<file path="config.mk">
export PLATFORM = sky130hd
export DESIGN_NAME = di_stall_target
export DESIGN_NICKNAME = d
export VERILOG_FILES = /design/src/rtl/di_stall_target.sv
export SDC_FILE = /design/constraint.sdc
export NUM_CORES = 1
export LEC_CHECK = 0
export ABC_AREA = 1
export CELL_PAD_IN_SITES_DETAIL_PLACEMENT = 1
export CELL_PAD_IN_SITES_GLOBAL_PLACEMENT = 1
export CORE_UTILIZATION = 40
export DETAILED_ROUTE_END_ITERATION = 8
export PLACE_DENSITY = 0.88
export SYNTH_ARGS = -nofsm -noshare
export SYNTH_HDL_FRONTEND = slang
export SYNTH_SLANG_ARGS = --single-unit
</file>
<file path="constraint.sdc">
create_clock -name if_clock -period 4.8 [get_ports if_clock]
set_input_delay 0.96 -clock if_clock [delete_from_list [all_inputs] [get_ports if_clock]]
set_output_delay 0.96 -clock if_clock [all_outputs]
set_load 0.05 [all_outputs]
</file>
<file path="src/rtl/di_stall_target.sv">
// rtl/di_stall_target.sv - DI-bus stall test target with programmable wait/burst counter channels (optional STAT counter: DI_STALL_TARGET_ERRCNT_EN)
module di_stall_target #(
   parameter int          DATA_WIDTH = 16,
   parameter int          NUM_CH     = 4,
   parameter logic [15:0] EP_ADDR    = 16'h0010,
   parameter logic [15:0] REG_BASE   = 16'h0000,
   parameter int          WAIT_BITS  = 5,
   parameter int          INIT_WAIT  = 5,
   parameter int          BURST_LEN  = 8
) (
   input  logic                  if_clock,
   input  logic                  resetb,
   input  logic [15:0]           diEpAddr,
   input  logic [15:0]           diRegAddr,
   input  logic [DATA_WIDTH-1:0] diRegDataIn,
   input  logic                  diWrite,
   input  logic                  diRead,
   output logic [DATA_WIDTH-1:0] diRegDataOut,
   output logic                  rd_ready,
   output logic                  wr_ready
);

   localparam int BW = $clog2(BURST_LEN + 1);

   typedef enum logic {ST_WAIT = 1'b0, ST_READY = 1'b1} ch_state_t;

   ch_state_t             state      [NUM_CH];
   ch_state_t             state_nxt  [NUM_CH];
   logic [WAIT_BITS-1:0]  wait_cnt   [NUM_CH];
   logic [WAIT_BITS-1:0]  wait_nxt   [NUM_CH];
   logic [BW-1:0]         burst_cnt  [NUM_CH];
   logic [BW-1:0]         burst_nxt  [NUM_CH];
   logic [DATA_WIDTH-1:0] cnt        [NUM_CH];
   logic [DATA_WIDTH-1:0] cnt_nxt    [NUM_CH];

   logic [WAIT_BITS-1:0]  cfg_w;
   logic                  cfg_burst;
   logic [BW-1:0]         burst_limit;
   logic [DATA_WIDTH-1:0] cfg_rd;
   logic [DATA_WIDTH-1:0] stat_rd;
   logic [DATA_WIDTH-1:0] data_nxt;
   logic                  ready_nxt;

   logic                  ep_hit;
   logic [15:0]           offset;
   logic [NUM_CH-1:0]     ch_hit;
   logic                  cfg_hit;
   logic                  stat_hit;
   logic                  strobe;

   assign ep_hit      = (diEpAddr == EP_ADDR);
   assign offset      = diRegAddr - REG_BASE;
   assign cfg_hit     = ep_hit && (offset == 16'(NUM_CH));
   assign stat_hit    = ep_hit && (offset == 16'(NUM_CH + 1));
   assign strobe      = diRead | diWrite;
   assign burst_limit = cfg_burst ? BW'(BURST_LEN) : BW'(1);

   // Channel select: one-hot hit for the channel register being addressed
   always_comb begin
      ch_hit = '0;
      for (int i = 0; i < NUM_CH; i++) begin
         ch_hit[i] = ep_hit && (offset == 16'(i));
      end
   end

   // Per-channel next state: wait countdown, burst accounting and counter update
   always_comb begin
      for (int i = 0; i < NUM_CH; i++) begin
         state_nxt[i] = state[i];
         wait_nxt[i]  = wait_cnt[i];
         burst_nxt[i] = burst_cnt[i];
         cnt_nxt[i]   = cnt[i];
         if (state[i] == ST_WAIT) begin
            // Accesses here are dropped; only the countdown advances
            if (wait_cnt[i] >= cfg_w) begin
               state_nxt[i] = ST_READY;
               wait_nxt[i]  = '0;
               burst_nxt[i] = '0;
            end else begin
               wait_nxt[i] = wait_cnt[i] + WAIT_BITS'(1);
            end
         end else if (ch_hit[i] && strobe) begin
            // Write wins over a simultaneous read; both together use one slot
            if (diWrite) begin
               cnt_nxt[i] = diRegDataIn;
            end else begin
               cnt_nxt[i] = cnt[i] + DATA_WIDTH'(1);
            end
            // >= so a shrunken limit after a CFG write still closes the window
            if ((burst_cnt[i] + BW'(1)) >= burst_limit) begin
               state_nxt[i] = ST_WAIT;
               wait_nxt[i]  = '0;
               burst_nxt[i] = '0;
            end else begin
               burst_nxt[i] = burst_cnt[i] + BW'(1);
            end
         end
      end
   end

   // CFG readback image
   always_comb begin
      cfg_rd                = '0;
      cfg_rd[WAIT_BITS-1:0] = cfg_w;
      cfg_rd[WAIT_BITS]     = cfg_burst;
   end

   // Ready and read-data source for the addressed register; unmapped space is always ready
   always_comb begin
      ready_nxt = 1'b1;
      data_nxt  = '0;
      for (int i = 0; i < NUM_CH; i++) begin
         if (ch_hit[i]) begin
            ready_nxt = (state_nxt[i] == ST_READY);
            data_nxt  = cnt[i];
         end
      end
      if (cfg_hit) begin
         data_nxt = cfg_rd;
      end
      if (stat_hit) begin
         data_nxt = stat_rd;
      end
   end

   // Channel FSMs, counters and configuration register
   always_ff @(posedge if_clock) begin
      if (!resetb) begin
         for (int i = 0; i < NUM_CH; i++) begin
            state[i]     <= ST_WAIT;
            wait_cnt[i]  <= '0;
            burst_cnt[i] <= '0;
            cnt[i]       <= DATA_WIDTH'(i);
         end
         cfg_w     <= WAIT_BITS'(INIT_WAIT);
         cfg_burst <= 1'b0;
      end else begin
         for (int i = 0; i < NUM_CH; i++) begin
            state[i]     <= state_nxt[i];
            wait_cnt[i]  <= wait_nxt[i];
            burst_cnt[i] <= burst_nxt[i];
            cnt[i]       <= cnt_nxt[i];
         end
         if (cfg_hit && diWrite) begin
            cfg_w     <= diRegDataIn[WAIT_BITS-1:0];
            cfg_burst <= diRegDataIn[WAIT_BITS];
         end
      end
   end

   // Registered ready flags and read data for the selected register
   always_ff @(posedge if_clock) begin
      if (!resetb) begin
         rd_ready     <= 1'b0;
         wr_ready     <= 1'b0;
         diRegDataOut <= '0;
      end else begin
         rd_ready     <= ready_nxt;
         wr_ready     <= ready_nxt;
         diRegDataOut <= data_nxt;
      end
   end

`ifdef DI_STALL_TARGET_ERRCNT_EN
   logic [15:0] err_cnt;
   logic        violation;

   // Flag any strobe aimed at a channel that is still counting down
   always_comb begin
      violation = 1'b0;
      for (int i = 0; i < NUM_CH; i++) begin
         if (ch_hit[i] && strobe && (state[i] != ST_READY)) begin
            violation = 1'b1;
         end
      end
   end

   // Saturating violation counter, cleared by any STAT write
   always_ff @(posedge if_clock) begin
      if (!resetb) begin
         err_cnt <= '0;
      end else if (stat_hit && diWrite) begin
         err_cnt <= '0;
      end else if (violation && (err_cnt != 16'hFFFF)) begin
         err_cnt <= err_cnt + 16'd1;
      end
   end

   assign stat_rd = DATA_WIDTH'(err_cnt);
`else
   assign stat_rd = '0;
`endif

endmodule
</file>
After elaboration in Yosys (flattened, before gate mapping)
Memories as Yosys holds them, arrays and structs flattened.
Cells that the tools add are included.

operators by class
  add/subtract/negate cells = 12
  magnitude comparators = 8
  equal/unequal tests = 6
  mux-type cells = 88
  bitwise gates (word level) = 18
  reduce and logical (&&, ||, !) cells = 14

operator list
  operator                 number
  $mux W16                 20
  $mux W5                  20
  $mux W4                  21
  $add A16 B1 Y16 const B  4
  $eq A16 B2 Y1 const B    2
  $eq A16 B3 Y1 const B    2
  $mux W1                  26
  $add A5 B1 Y5 const B    4
  $ge A5 B5 Y1             4
  $or A1 B1 Y1             17
  $add A4 B1 Y4 const B    4
  $eq A16 B1 Y1 const B    1
  $eq A16 B5 Y1 const B    1
  $ge A4 B4 Y1             4
  $logic_not A16 Y1        1
  $logic_and A1 B1 Y1      11
  $mux W6                  1
  $reduce_or A3 Y1         1
  $reduce_or A2 Y1         1
  $not A1 Y1               1

word-level totals
  flip-flop bits (word level) = 23
  memory bits (writable) = 104
  input port bits = 52
  word-level logic and storage cells = 155
  memories = 4

memories
  memory     depth  bits a word  read ports  clocked after Yosys merged registers in  write ports  line  text
  cnt        4      16           4           0                                        4            33    logic [DATA_WIDTH-1:0] cnt [NUM_CH];
  wait_cnt   4      5            4           0                                        4            29    logic [WAIT_BITS-1:0] wait_cnt [NUM_CH];
  burst_cnt  4      4            4           0                                        4            31    logic [BW-1:0] burst_cnt [NUM_CH];
  state      4      1            4           0                                        4            27    ch_state_t state [NUM_CH];

Depth between registers and ports, before layout
An unclocked memory read counts as a cell.

  depth in word-level cells = 10
  mapped depth = 13
  mapped depth without buffers = 12

Worst setup path after synthesis
No wires, ideal clock.

  path type = input -> register
  start point = input diRegAddr[15]
  end point = register diRegDataOut[10]
  setup time = 128 ps
  arrival time = 2117 ps
  slack = 2554 ps
  stages on the path = 11
  buffers on the path = 1
  path through = nor2_1 > nand2_2 > nor2_8 > nand2_1 > inv_2 > nand2_1 > nor2_4 > inv_2 > buf_2 > o211ai_1 > a21oi_1

between the ends
  longest elaborated chain between the ends = 6
  elaborated cells between the ends (all ways) = 17
  those cells by class = 5 x eq/ne; 4 x mux; 8 x reduce/logical

ends and longest elaborated chain
  item                    line  text
  from (decl)             14    input logic [15:0] diRegAddr,
  $logic_not A16 Y1       62    ch_hit[i] = ep_hit && (offset == 16'(i));
  $logic_and A1 B1 Y1     62
  $mux W16 (4 in series)  113   if (ch_hit[i]) begin
  to (signal assigned)    160   diRegDataOut <= data_nxt;
  to (decl)               18    output logic [DATA_WIDTH-1:0] diRegDataOut,

Several ways; a longest one is shown, not always the timed one.
A chain may end at the register's enable or synchronous reset.

Worst setup path after layout
  start point = input diRegAddr[15]
  end point = register diRegDataOut[2]

between the ends
  longest elaborated chain between the ends = 7
  elaborated cells between the ends (all ways) = 18
  those cells by class = 5 x eq/ne; 5 x mux; 8 x reduce/logical

ends and longest elaborated chain
  item                    line  text
  $logic_not A16 Y1       62
  $logic_and A1 B1 Y1     62
  $mux W16 (4 in series)  113
  $mux W6                 118   if (cfg_hit) begin

Several ways; a longest one is shown, not always the timed one.

==> results.txt <==
The flow ran to the end, and the final reports show no timing, DRC or antenna violations. The starting density of the core is 40.8%. The count of mapped cells out of synthesis is 1155, and the depth of the critical timing path with buffers and inverters included is 10. The number of antenna diodes in the final layout is 0.

The largest individual stage delay along the critical path comes from the cell sky130_fd_sc_hd__nand3_1. Most common cell after layout, fill and taps aside: sky130_fd_sc_hd__nand2_1. The HPWL after detailed placement is 18600 um. For the final net count, the log shows 1300.

The worst register-to-register path begins at cfg_burst$_SDFFE_PN0P_. For this run, asynchronously set or reset flops after synthesis account for 0%. The logs give 8263 for the via count and 4.53% for the fraction of met3 tracks used by global routing. Global routing used 27.1% of the available tracks across all layers. First element of the critical path: diRegAddr[15].

Among all flip-flop cells after synthesis, the most frequent one is sky130_fd_sc_hd__dfxtp_1. The finished layout holds 1484 standard cells, fillers aside. Derived from the worst setup path, the maximum achievable clock frequency is 323 MHz. The maximum number of pins on one net before global-route repair was 77; the maximum fanout count along the critical path was 22. For flop-to-flop paths, the worst setup slack is 2510 ps. In this run the tool buffered the top-level ports with 69 buffer cells. The worst setup path is of the input port to flop kind.

The final-report hold violation count was 0. The floorplan has 51 rows. Share of total power consumed by net switching: 28.4%.

The tools report the number of global-route vias before repair as 8540. The tools report the library cell used as clock root buffer as sky130_fd_sc_hd__clkbuf_16. At the worst endpoint, the required time is 5150 ps. At the pin with the least slew margin, the transition time is 944 ps. The endpoint identified for the worst register-to-register timing path is wr_ready$_SDFF_PN0_.

The total of max-cap violations is 0. The initial antenna violation count was 0. In this run the remaining antenna-violating nets after routing total 0.

The internal power of the cells totals 0.00204 W. Counting tap cells, the placed design contains a total of 1454 instances. For the final routed database, the setup TNS stands at 0 ps.

The sum of internal, switching and leakage power is 0.00285 W. The run gives 0 as the total of warnings raised by yosys. The power density over the cells was 307 mW/mm^2; the maximum VDD drop was 0.243 mV.

Summed over all layers, the routed wires come to 26200 um. Hold timing on the final database bottoms out at a slack of 491 ps. Pin placement for this block handled 70 I/O pins. Setup violations remaining at the end of the flow were counted as 0.

The number of buffers on the longest clock path was 2; the maximum cell stage delay along the critical path was 620 ps. Setup repair after global routing left no endpoint under its margin. The synthesis-stage register bit count works out to 127. TritonCTS built the clock tree. Kind of cell adding the most delay to the critical path: simple AND/OR/NAND/NOR gates. The clock share of power came out at 44.2%. The startpoint type of the worst setup path was an input port. After layout, the worst path uses 64.5% of the clock period. Endpoint class of the critical path: a flop. End of the critical path: diRegDataOut[2]$_SDFF_PP0_.

At the end of routability-driven placement, the weighted congestion stood at 0.865. The tools report the reported leakage power as 3.66 nW. In the layout the commonest cells are sky130_fd_sc_hd__nand2_1, sky130_fd_sc_hd__dfxtp_1, sky130_fd_sc_hd__a21oi_1. The fraction of final layout cells sized beyond drive strength 1 works out to 6.40%. The average instance in the mapped netlist occupies 6.85 um^2. The first global-routing pass estimated 43000 um of wire. Count of distinct cell types in the synthesized netlist: 51.

The total global routing overflow came out at 0. The min-delay analysis places its worst path in the category flop to flop. The post-detailed-route via-to-cell ratio is 5.57, and the worst reg-to-reg path cell count is 11. The remaining max-slew budget at the tightest pin is 36.9%.

The height of the chip is 143 um, and the net switching power of the design is 0.000810 W. Counting I/O delays and the setup requirement, the final critical path takes 3090 ps. The iteration-0 DRC count of the detailed router is 447, and the combinational share of power is 14.3%. The number of max-slew violations in the final report is 0. Data on the critical path arrives at its endpoint at 3440 ps. The clock sink total came out at 127. The pre-antenna-repair detailed-routing pass consisted of 6 iterations.

The clock arrives with 7.11 ps of skew. Summing every instance area after synthesis gives 0.00791 mm^2. The run gives 4 as the H-tree depth. The core region is 0.0194 mm^2. The post-CTS clock slew at the launch and capture registers of the worst setup and hold paths works out to 60 ps. Counting every net in the synthesized netlist gives 1247. The number of buffers created by CTS is 17, and the DRC violation count after routing is 0. The per-cell routed wire length is 17.7 um, and the met1 usage is 31.0%.

The number of setup buffers added after CTS is 0, and the area growth from synthesis to final layout is 17.4%. The critical path goes through clkdlybuf4s50_1, nor2_1, nand2_2, nor2_8, nand4_2, inv_1, nand3_1, inv_1, a21oi_1, a21oi_1. Of the synthesized area, sequential elements account for 32.1%.

The number of buffers and inverters on the critical path is 3. In this run, synthesis inferred 0 flip-flops with an integrated enable. The logs give 430 ps for the source-to-sink clock delay at the later pin of the worst-skew pair and 49.0% for the global-route track usage on met2. The run gives 0.0203 mm^2 as the area enclosed by the die boundary. The post-cts sizing count was 0; the width of the chip was 143 um. After global routing, the most crowded layer is met2.

The share of total power dissipated in sequential elements is 41.5%. Number of hold-repair buffers added at the cts stage: 0.
==> power by group through the flow <==
stage | combinational [W] | clock [W] | sequential (W)
finish | 0.000408 | 0.00126 | 0.00118
CTS | 0.000410 | 0.00127 | 0.00118
detailed placement | 0.000405 | 0 | 0.00120
global route | 0.000463 | 0.00132 | 0.00119
global placement | 0.000385 | 0 | 0.00120
floorplan | 0.000284 | 0 | 0.00117
==> area by class of cell <==
type | count | area [um^2]
Fill cell | 2553 | 10100
Multi-Input combinational cell | 879 | 4730
Sequential cell | 127 | 2540
Timing Repair Buffer | 72 | 703
Clock buffer | 24 | 502
Inverter | 111 | 427
Tap cell | 265 | 332
Clock inverter | 6 | 57.6
==> worst min-delay path by stage <==
stage                                       startpoint                           end  slack [ps]  cells after the start
after global routing      burst_cnt[2][3]$_SDFFE_PN0P_  burst_cnt[2][3]$_SDFFE_PN0P_         500                      2
after floorplan                  cfg_w[2]$_SDFFE_PN1P_         cfg_w[2]$_SDFFE_PN1P_         450                      2
after CTS                 burst_cnt[2][3]$_SDFFE_PN0P_  burst_cnt[2][3]$_SDFFE_PN0P_         490                      2
after detailed placement  burst_cnt[2][3]$_SDFFE_PN0P_  burst_cnt[2][3]$_SDFFE_PN0P_         480                      2
final                     burst_cnt[2][3]$_SDFFE_PN0P_  burst_cnt[2][3]$_SDFFE_PN0P_         490                      2
after global placement    burst_cnt[2][3]$_SDFFE_PN0P_  burst_cnt[2][3]$_SDFFE_PN0P_         470                      2
==> synth_stat cells (4+ instances only) <==
library cell	instances	area, um^2
sky130_fd_sc_hd__buf_2	6	30.0
sky130_fd_sc_hd__nand4_1	12	75.1
sky130_fd_sc_hd__nand2_2	5	31.3
sky130_fd_sc_hd__ha_1	40	500
sky130_fd_sc_hd__o211ai_1	12	90.1
sky130_fd_sc_hd__xor2_1	13	114
sky130_fd_sc_hd__a31oi_1	27	169
sky130_fd_sc_hd__inv_1	100	375
sky130_fd_sc_hd__o21a_1	5	37.5
sky130_fd_sc_hd__or2_2	5	31.3
sky130_fd_sc_hd__xnor2_1	21	184
sky130_fd_sc_hd__inv_2	5	18.8
sky130_fd_sc_hd__nor3b_1	4	30.0
sky130_fd_sc_hd__clkbuf_1	19	71.3
sky130_fd_sc_hd__o21ai_1	18	90.1
sky130_fd_sc_hd__nor3_1	19	95.1
sky130_fd_sc_hd__nor2_2	6	37.5
sky130_fd_sc_hd__nor2_4	6	67.6
sky130_fd_sc_hd__buf_6	6	67.6
sky130_fd_sc_hd__and3_1	4	25.0
sky130_fd_sc_hd__nand2_1	247	927
sky130_fd_sc_hd__clkinv_2	4	20.0
sky130_fd_sc_hd__nor2_1	104	390
sky130_fd_sc_hd__o21ai_0	102	510
sky130_fd_sc_hd__a21oi_1	110	551
sky130_fd_sc_hd__nand3_1	88	440
sky130_fd_sc_hd__nand3_4	5	87.6
sky130_fd_sc_hd__dfxtp_1	127	2540
==> sequential cells by signal, indices dropped and copies added (netlist names) <==
name	flops
burst_cnt	16
cfg_burst	1
cfg_w	5
cnt	64
diRegDataOut	16
state	4
wait_cnt	20
wr_ready	1
==> worst reg2reg max path: stages (launching register included) <==
cell and delay (ps):
sky130_fd_sc_hd__dfxtp_1 300, sky130_fd_sc_hd__inv_1 330, sky130_fd_sc_hd__ha_1 330, sky130_fd_sc_hd__nor3b_1 210, sky130_fd_sc_hd__nand2_1 90, sky130_fd_sc_hd__nand2_1 80, sky130_fd_sc_hd__nand2_1 80, sky130_fd_sc_hd__nand3_1 130
sky130_fd_sc_hd__nand2_1 180, sky130_fd_sc_hd__nand3_1 130, sky130_fd_sc_hd__nand3_1 120, sky130_fd_sc_hd__a21oi_1 220
==> layer usage <==
metal	vias to the layer above	part of all wire (%)	wire length, um
met5	-	0	0
met4	0	3.9	1030
met3	74	4.0	1040
met2	196	51	13400
met1	3985	41	10800
li1	4008	-	-
==> metrics by stage <==
stage                     util [%]  cell area (um^2)  setup slack [ps]
after global routing          47.9              9290              1490
after CTS                     47.9              9290              1760
final                         47.9              9290              1710
after detailed placement      45.0              8730              1490
after floorplan                  -              7910              2550
after global placement        45.0              8730              1550
==> kinds of logic (layout without fill, tap and decap cells) <==
logic type	after synthesis	count (layout)	synth area share, %
flops	127	127	32.1
buf+inv	149	213	8.13
compound gates	286	286	19.6
simple gates	519	519	30.1
fa+ha+maj	40	40	6.33
xor+xnor	34	34	3.76
(Power assumes the default switching activity.)
